`src/rtl/pcs_pkg.sv`:
```
// Shared PCS definitions: descrambler polynomial x^58 + x^39 + 1 and the
// helpers that size its pipeline bookkeeping.
package pcs_pkg;

  localparam int SCR_LEN = 58;
  localparam int SCR_TAP = 39;

  typedef logic [SCR_LEN-1:0] scr_state_t;

  // Beats needed before every state bit has come from received data.
  function automatic int scr_prime_beats(input int width);
    return (SCR_LEN + width - 1) / width;
  endfunction

endpackage

```
`src/rtl/descrambler_core.sv`:
```
// Combinational DATA_W-bit unrolled self-synchronous descrambler step.
// Bit 0 of data_i is the first bit on the wire.
module descrambler_core
  import pcs_pkg::*;
#(
  parameter int DATA_W = 64
) (
  input  scr_state_t        state_i,
  input  logic [DATA_W-1:0] data_i,
  output logic [DATA_W-1:0] data_o,
  output scr_state_t        next_state_o
);

  always_comb begin
    scr_state_t s;
    // NOTE: blocking assignments are intentional: s is a chained temporary
    // that each unrolled bit step must see already updated.
    s      = state_i;
    data_o = '0;
    for (int i = 0; i < DATA_W; i++) begin
      data_o[i] = data_i[i] ^ s[SCR_LEN-1] ^ s[SCR_TAP-1];
      s         = {s[SCR_LEN-2:0], data_i[i]};
    end
    next_state_o = s;
  end

endmodule

```
`src/rtl/descrambler_pipe.sv`:
```
// Flow-controlled PCS receive descrambler: one registered output stage with
// sync-header pass-through, per-beat bypass, synchronous flush and a primed flag.
module descrambler_pipe
  import pcs_pkg::*;
#(
  parameter int         DATA_W = 64,
  parameter int         HDR_W  = 2,
  parameter scr_state_t SEED   = 58'h0
) (
  input  logic              clk,
  input  logic              reset,
  input  logic              flush,
  input  logic              in_valid,
  output logic              in_ready,
  input  logic [DATA_W-1:0] in_data,
  input  logic [HDR_W-1:0]  in_hdr,
  input  logic              in_bypass,
  output logic              out_valid,
  input  logic              out_ready,
  output logic [DATA_W-1:0] out_data,
  output logic [HDR_W-1:0]  out_hdr,
  output logic              out_primed
);

  localparam int PRIME_BEATS = scr_prime_beats(DATA_W);
  localparam int CNT_W       = $clog2(PRIME_BEATS + 1);

  typedef logic [CNT_W-1:0] cnt_t;
  localparam cnt_t PRIME_CNT = cnt_t'(PRIME_BEATS);

  scr_state_t        state_q, state_d, core_state;
  cnt_t              cnt_q, cnt_d;
  logic              valid_q, valid_d;
  logic [DATA_W-1:0] data_q, data_d, core_data;
  logic [HDR_W-1:0]  hdr_q, hdr_d;
  logic              primed_q, primed_d;
  logic              accept;

  descrambler_core #(.DATA_W(DATA_W)) u_core (
    .state_i      (state_q),
    .data_i       (in_data),
    .data_o       (core_data),
    .next_state_o (core_state)
  );

  // Single output register: a new beat may enter only as the held one leaves.
  assign in_ready = !flush && (!valid_q || out_ready);
  assign accept   = in_valid && in_ready;

  always_comb begin
    state_d  = state_q;
    cnt_d    = cnt_q;
    valid_d  = valid_q;
    data_d   = data_q;
    hdr_d    = hdr_q;
    primed_d = primed_q;
    if (flush) begin
      state_d = SEED;
      cnt_d   = '0;
      valid_d = 1'b0;
    end else if (accept) begin
      // State always follows the received bits so bypass never desynchronises.
      state_d  = core_state;
      valid_d  = 1'b1;
      data_d   = in_bypass ? in_data : core_data;
      hdr_d    = in_hdr;
      primed_d = (cnt_q >= PRIME_CNT);
      if (cnt_q != PRIME_CNT) begin
        cnt_d = cnt_q + 1'b1;
      end
    end else if (out_ready) begin
      valid_d = 1'b0;
    end
  end

  // NOTE: every register, datapath included, is asynchronously reset so that
  // all outputs read as zero the instant reset rises.
  always_ff @(posedge clk or posedge reset) begin
    if (reset) begin
      state_q  <= SEED;
      cnt_q    <= '0;
      valid_q  <= 1'b0;
      data_q   <= '0;
      hdr_q    <= '0;
      primed_q <= 1'b0;
    end else begin
      state_q  <= state_d;
      cnt_q    <= cnt_d;
      valid_q  <= valid_d;
      data_q   <= data_d;
      hdr_q    <= hdr_d;
      primed_q <= primed_d;
    end
  end

  assign out_valid  = valid_q;
  assign out_data   = data_q;
  assign out_hdr    = hdr_q;
  assign out_primed = primed_q;

endmodule

```
`config.mk`:
```
export PLATFORM = sky130hd
export DESIGN_NAME = descrambler_pipe
export DESIGN_NICKNAME = d
export VERILOG_FILES = /design/src/rtl/pcs_pkg.sv /design/src/rtl/descrambler_core.sv /design/src/rtl/descrambler_pipe.sv
export SDC_FILE = /design/constraint.sdc
export NUM_CORES = 1
export LEC_CHECK = 0
export CELL_PAD_IN_SITES_DETAIL_PLACEMENT = 0
export CELL_PAD_IN_SITES_GLOBAL_PLACEMENT = 1
export CORE_UTILIZATION = 35
export DETAILED_ROUTE_END_ITERATION = 7
export GPL_TIMING_DRIVEN = 1
export PLACE_DENSITY_LB_ADDON = 0.3
export REMOVE_ABC_BUFFERS = 1
export SLEW_MARGIN = 25
export SYNTH_ARGS = -nofsm -noshare
export SYNTH_HDL_FRONTEND = slang
export SYNTH_SLANG_ARGS = --single-unit
```
`constraint.sdc`:
```
create_clock -name clk -period 5.6 [get_ports clk]
set_input_delay 1.12 -clock clk [delete_from_list [all_inputs] [get_ports clk]]
set_output_delay 1.12 -clock clk [all_outputs]
set_load 0.03 [all_outputs]
```
# == Yosys cells after proc, flatten, opt, wreduce, memory -nomap -nowiden ==
# Index checks and enable logic that the tools add are counted.
# op_classes
addsub,1
n_lt_le_gt_ge,1
mux,9
bitwise_logic,129
reduce_logical,8
# ops
operator,count
1-bit XOR,128
58-bit 2-to-1 mux,2
64-bit 2-to-1 mux,1
1-bit 2-to-1 mux,6
3-bit nonzero test,1
1-bit logical AND,2
1-bit zero test,2
2-bit AND reduction,1
2-bit nonzero test,1
"1-bit adder, second input constant",1
"1-bit >= comparator, second input constant",1
1-bit logical OR,1
1-bit NOT,1
# totals
register_bits,127
inputBits,72
elab_cells,154

# == Longest topological paths before layout ==
# Gate-level depths: netlist of run 1.
# logic_depth
ltp_word,6
mapped_depth,7
depth_no_buf,4

# == By module ==
# From an unflattened synthesis of run 1, not the netlist that was laid out.
# hier_totals
hier_cells,531
hier_area_um2,8062.7
# by_module_without_submodules
module,instances,cells_per_inst,area_each_um2,seq_area_each_um2
descrambler_pipe,1,409,6094.6,3178.0
descrambler_core,1,122,1968.1,0.0

# == Least setup slack after synthesis of run 1 ==
# OpenSTA, ideal clock, no wires.
# synth_timing
path_kind,input -> output
startpoint,input out_ready
endpoint,output in_ready
arrival_ns,1.556
path_slack_ns,2.924
path_stages,2
n_path_buf,0
cell_sequence,nor2b_4 > nor2_1
# synth_between
elab_chain_len,2
# synth_rtl
item,line,source
from (decl),descrambler_pipe.sv:19,"input logic out_ready,"
1-bit logical OR,descrambler_pipe.sv:47,assign in_ready = !flush && (!valid_q || out_ready);
1-bit logical AND,descrambler_pipe.sv:47,
to (decl),descrambler_pipe.sv:14,"output logic in_ready,"
# No other way between the ends.

# == Worst setup path after layout of run 1 ==
# layout_timing
startpoint,input flush
endpoint,output in_ready
# layout_between
elab_chain_len,2
# layout_rtl
item,line,source
from (decl),descrambler_pipe.sv:12,"input logic flush,"
1-bit zero test,descrambler_pipe.sv:47,
1-bit logical AND,descrambler_pipe.sv:47,
# No other way between the ends.

==> metrics, run 1 <==
setup violators final=0; crit path capture type=output pin; Fin. Hold Viols=0; Register-to-Register Path Depth=4; Post-CTS Hold Buffers=0; Setup Buffers After CTS=0; post-route clock period utilization=63.9%; H-tree depth=4; top cells by area, synth=dfrtp_1 (52%), xnor2_1 (18%), nor2_1 (8.0%), nand2_1 (7.1%), a21oi_1 (5.2%); syn_area_per_cell=9.17 sq um; pre-CTS setup slack=2.02 ns; gr ovfl total=0; Syn-to-layout area delta=33.3%; starting density of the core=35.8%; mux share of post-synthesis cell area=0.548%; GRT Overall Usage=16.3%; min-delay src=cnt_q$_DFFE_PP0P_; gpl congestion=0.752; Arr. time, crit path=2.46 ns; power per cell area=361 nW/um^2; Total Wirelength=13.9 mm; share of Yosys cell area claimed by the top area cell type=51.6%; Worst Setup EP=in_ready; worst path required time=4.48 ns; Yosys Warn Count=0; Die Area=18,100 sq um; post_cts resized=0; kind of critical path=input port to output pin; IO Pins=141; Core Region=17,200 sq um; Period minus WS final=3.58 ns; register-to-register setup slack=3.60 ns; Setup crit start kind=input port; number of global-route vias before repair=4,799; Achievable Freq=0.280 GHz; residual DRC count=0; half-perimeter wire length after placement=8.82 mm; CTS Sinks=127; Synth Register Bits=127; Post-Synth Simple-Gate Area=15.6%; post-synth cell types=19; maximum VDD drop=0.208 mV; Hold/Removal Path Class=flip-flop to flip-flop; r2r endpoint=state_q[53]$_DFFE_PP0P_; largest net degree at the start of global routing=249; status=finished, final reports clean; via count=4,668; routed len/inst=13.5 um; post-route ant nets=0; Worst-Margin Slew=1.07 ns; CTS tree=done; post-synthesis cell count=672; # rows=48; Clock Path Buffers=2; Diodes inserted=0; DR iter-0 viols=242; main combinational cell family by area after synthesis=XOR/XNOR gates; Worst slew margin=28.4%; I/O Buffers=140; dominant cell type by area after synthesis=dfrtp_1; CTS clk-pin slew, worst paths=0.05 ns; chip width=135 um; via/cell ratio=4.54; LEAKAGE=3.18 nW; Slew Limit Fails=0; Max Cap Viol=0; Synth Area in Adders=0%; Worst Path Max Fanout=4; first-pass GRT wire length=23.4 mm; final worst setup slack=2.02 ns; share of cells above drive strength 1=4.85%; hold depth=1; Synth Cell Area=6160 sq um; RSZ-0062 raised after global routing=false; launch point of the worst reg-to-reg path=out_valid$_DFFE_PP0P_; die height=135 um; register area share after synthesis=51.6%; Synth Area in Compound Gates=10.0%; Clock Latency Late Sink=0.41 ns; Layout Skew=0.00621 ns; NumNets Final=866; Num CTS Buffers=17; clock root cell=clkbuf_16; hold slack=0.484 ns; First-pass DRT Iterations=4; antenna violations before repair=0; Crit. Startpoint=flush; Post-Synth XOR/XNOR Area=18.2%
[stage by stage]
step	area [sq um]	std cells	util, %	total power, W	TNS (ns)
5_1_grt	8220	1029	47.7	0.00312	0
2_1_floorplan	5920	632	-	0.00158	-41.46
4_1_cts	8220	1029	47.7	0.00301	0
3_3_place_gp	7640	1000	44.3	0.00190	0
6_report	8220	1029	47.7	0.00297	0
3_5_place_dp	7640	1000	44.3	0.00190	0
[synthesized netlist by cell type]
library cell / instances
clkbuf_1: 9
nor2b_4: 1
buf_2: 9
nor3b_4: 1
o21ai_1: 11
dfrtp_1: 127
buf_1: 6
nand2_1: 116
a21o_1: 1
inv_2: 1
inv_1: 1
mux2_2: 3
nor2_1: 131
xnor2_1: 128
buf_4: 8
a21oi_1: 64
o21ai_0: 47
buf_6: 7
clkbuf_2: 1
[report_power, final]
group          leakage [nW]  total [W]  switching, W  internal [W]
Clock                 0.287    0.00109      0.000382      0.000704
Combinational          1.36   0.000757      0.000415      0.000342
Sequential             1.53    0.00112     0.0000833       0.00104
[cell families after synthesis]
group,Yosys count
AO/OA/AOI/OAI,123
flip-flops,127
XOR/XNOR,128
AND/OR/NAND/NOR,249
buffers and inverters,42
multiplexers,3
[per-layer routing]
layer  part of all wire, %  GRT usage [%]  vias up
met2                    48           26.5       88
met4                   1.0           4.87        0
met3                   4.6           4.54       13
met1                    46           21.1     2194
met5                     0              0        -
li1                      -              -     2373
[cells in the final DEF, fill, tap and decap left out]
master / count
inv_6: 1
xnor2_1: 128
clkinvlp_4: 1
nor3b_4: 1
nor2_1: 131
nor2b_4: 1
clkbuf_16: 17
buf_4: 2
bufinv_16: 2
clkdlybuf4s50_1: 139
clkbuf_1: 1
buf_2: 1
o21ai_1: 11
a21oi_1: 64
dfrtp_1: 127
nand2_1: 116
buf_12: 1
mux2_2: 3
a21o_1: 1
o21ai_0: 47
clkbuf_8: 5
clkinv_2: 4
[registers in the layout (all words and copies together) (netlist names)]
name and cells:
cnt_q 1, out_data 64, out_hdr 2, out_primed 1, out_valid 1, state_q 58
[critical path: stages]
cell and delay (ns):
clkdlybuf4s50_1 0.51, nor2_1 0.14, clkdlybuf4s50_1 0.68
[worst min path at each step]
stage,slack [ns],endpoint
after floorplan,0.45,cnt_q$_DFFE_PP0P_
after global placement,0.46,cnt_q$_DFFE_PP0P_
after detailed placement,0.47,cnt_q$_DFFE_PP0P_
after CTS,0.49,cnt_q$_DFFE_PP0P_
after global routing,0.50,cnt_q$_DFFE_PP0P_
final,0.48,cnt_q$_DFFE_PP0P_
[layout make-up]
cell class / count / area (sq um)
flip-flops and latches: 127 / 3180
inverters: 2 / 13.8
clock buffers: 23 / 498
repair buffers: 143 / 1430
well taps: 225 / 282
fillers: 1636 / 9020
clock inverters: 6 / 82.6
multi-input cells: 503 / 2730
Note: power is estimated with default switching activity, not from simulation.
==> run 2: changes to the inputs <==
==> constraint.sdc (replaced) <==
create_clock -name clk -period 3.3 [get_ports clk]
set_input_delay 0.66 -clock clk [delete_from_list [all_inputs] [get_ports clk]]
set_output_delay 0.66 -clock clk [all_outputs]
set_load 0.03 [all_outputs]
==> run 2 against run 1 <==
- clock skew is 0.0017 ns higher
- routed wire length is 2.2% higher
- via count is 1.6% higher
- global-route usage is 0.34 points higher
- register-to-register slack worse by 2.0 ns
- highest routed layer unchanged
==> metrics, run 2 (synthesis results as in run 1) <==
Worst-Margin Slew=0.665 ns; residual DRC count=0; Num CTS Buffers=17; number of global-route vias before repair=4,798; Total Wirelength=14.2 mm; First-pass DRT Iterations=4; CTS clk-pin slew, worst paths=0.06 ns; GRT Overall Usage=16.6%; Post-CTS Hold Buffers=0; worst path required time=2.64 ns; Setup crit start kind=input port; status=finished, final reports clean; I/O Buffers=140; die height=135 um; chip width=135 um; register-to-register setup slack=1.56 ns; Diodes inserted=0; DR iter-0 viols=282; CTS tree=done; Setup Buffers After CTS=0; commonest non-fill, non-tap cell in the layout=clkdlybuf4s50_1; IO Pins=141; Worst slew margin=55.7%; gr ovfl total=0; Hold/Removal Path Class=flip-flop to flip-flop; Clock Path Buffers=2; half-perimeter wire length after placement=9.53 mm; Most common cell on crit path=clkdlybuf4s50_1; first-pass GRT wire length=23.8 mm; Critical-path top delay cell=clkdlybuf4s50_1; worst hold path endpoint=cnt_q$_DFFE_PP0P_; post-route clock period utilization=80.5%; Layout Skew=0.00793 ns; # rows=48; Register-to-Register Path Depth=4; setup violators final=0; Max Cap Viol=0; Achievable Freq=0.376 GHz; NumNets Final=869; Worst Path Max Fanout=3; Final Util=48.5%; Clock Latency Late Sink=0.41 ns; Core Region=17,200 sq um; post-route ant nets=0; launch point of the worst reg-to-reg path=out_valid$_DFFE_PP0P_; kind of critical path=input port to output pin; post_cts resized=0; Tot Pwr=0.00526 W; largest net degree at the start of global routing=125; Crit. Startpoint=out_ready; min-delay src=cnt_q$_DFFE_PP0P_; Period minus WS final=2.66 ns; Cell Chain, Critical Path=clkdlybuf4s50_1 > nor2b_4 > nor2_1 > clkdlybuf4s50_1; maximum VDD drop=0.351 mV; pre-CTS setup slack=0.639 ns; power per cell area=630 nW/um^2; starting density of the core=35.8%; Slew Limit Fails=0; final worst setup slack=0.644 ns; Die Area=18,100 sq um; gpl congestion=0.750; Arr. time, crit path=2.00 ns; hold depth=1; clock root cell=clkbuf_16; CTS Sinks=127; Largest register FFs=64; antenna violations before repair=0; LEAKAGE=3.24 nW; H-tree depth=4; Syn-to-layout area delta=35.5%; share of cells above drive strength 1=5.44%; via/cell ratio=4.59; Worst path max stage delay=0.68 ns; routed len/inst=13.8 um; RSZ-0062 raised after global routing=false; crit path capture type=output pin; via count=4,742; Fin. Hold Viols=0; r2r endpoint=state_q[17]$_DFFE_PP0P_; most frequent cells in the layout=clkdlybuf4s50_1 (139), nor2_1 (131), xnor2_1 (128), dfrtp_1 (127), nand2_1 (116)
-- run 2: cell count changes in the layout (fill, tap and decap cells not counted), sizes merged --
cell / delta
clkbuf: -3
buf: +3
clkinv: -1
inv: +1
bufinv: +3
clkinvlp: +2
-- run 2: how the worst max path moves through the flow --
| stage | end | slack, ns | cells past startpoint |
|---|---|---|---|
| after floorplan | out_hdr[0]$_DFFE_PP0P_ | -2.35 | 3 |
| after global placement | in_ready | 0.64 | 4 |
| after detailed placement | in_ready | 0.64 | 4 |
| after CTS | in_ready | 0.63 | 4 |
| after global routing | in_ready | 0.61 | 4 |
| final | in_ready | 0.64 | 4 |
-- run 2: through the flow --
stage	TNS, ns	cell area [sq um]	cells	hold slack [ns]
final	0	8350	1034	0.478
after global routing	0	8350	1034	0.519
after CTS	0	8350	1034	0.482
after detailed placement	0	7710	1003	0.469
after global placement	0	7710	1003	0.459
after floorplan	-367.75	5920	632	0.448
-- run 2: final cells by class --
cell class / instances / area [sq um]
clock buffer: 20 / 457
clock inverter: 11 / 188
fill: 1612 / 8880
inverter: 2 / 12.5
multi-input combinational: 503 / 2730
sequential: 127 / 3180
tap: 225 / 282
timing repair buffer: 146 / 1500
-- run 2: layer usage --
metal | track usage [%] | vias to the layer above | wire [um]
met3 | 3.90 | 17 | 587
met4 | 6.24 | 0 | 198
met1 | 21.6 | 2239 | 6670
li1 | - | 2386 | -
met5 | 0 | - | 0
met2 | 27.0 | 100 | 6780
-- run 2: worst max-delay path: cells and delay by family --
| kind | cells | cell delay [ns] |
|---|---|---|
| buf+inv | 2 | 1.19 |
| simple gates | 2 | 0.15 |
-- run 2: power breakdown --
group / leakage [nW] / internal (W) / switching [W]
clock network: 0.308 / 0.00137 / 0.000680
logic: 1.39 / 0.000588 / 0.000713
registers: 1.53 / 0.00177 / 0.000140
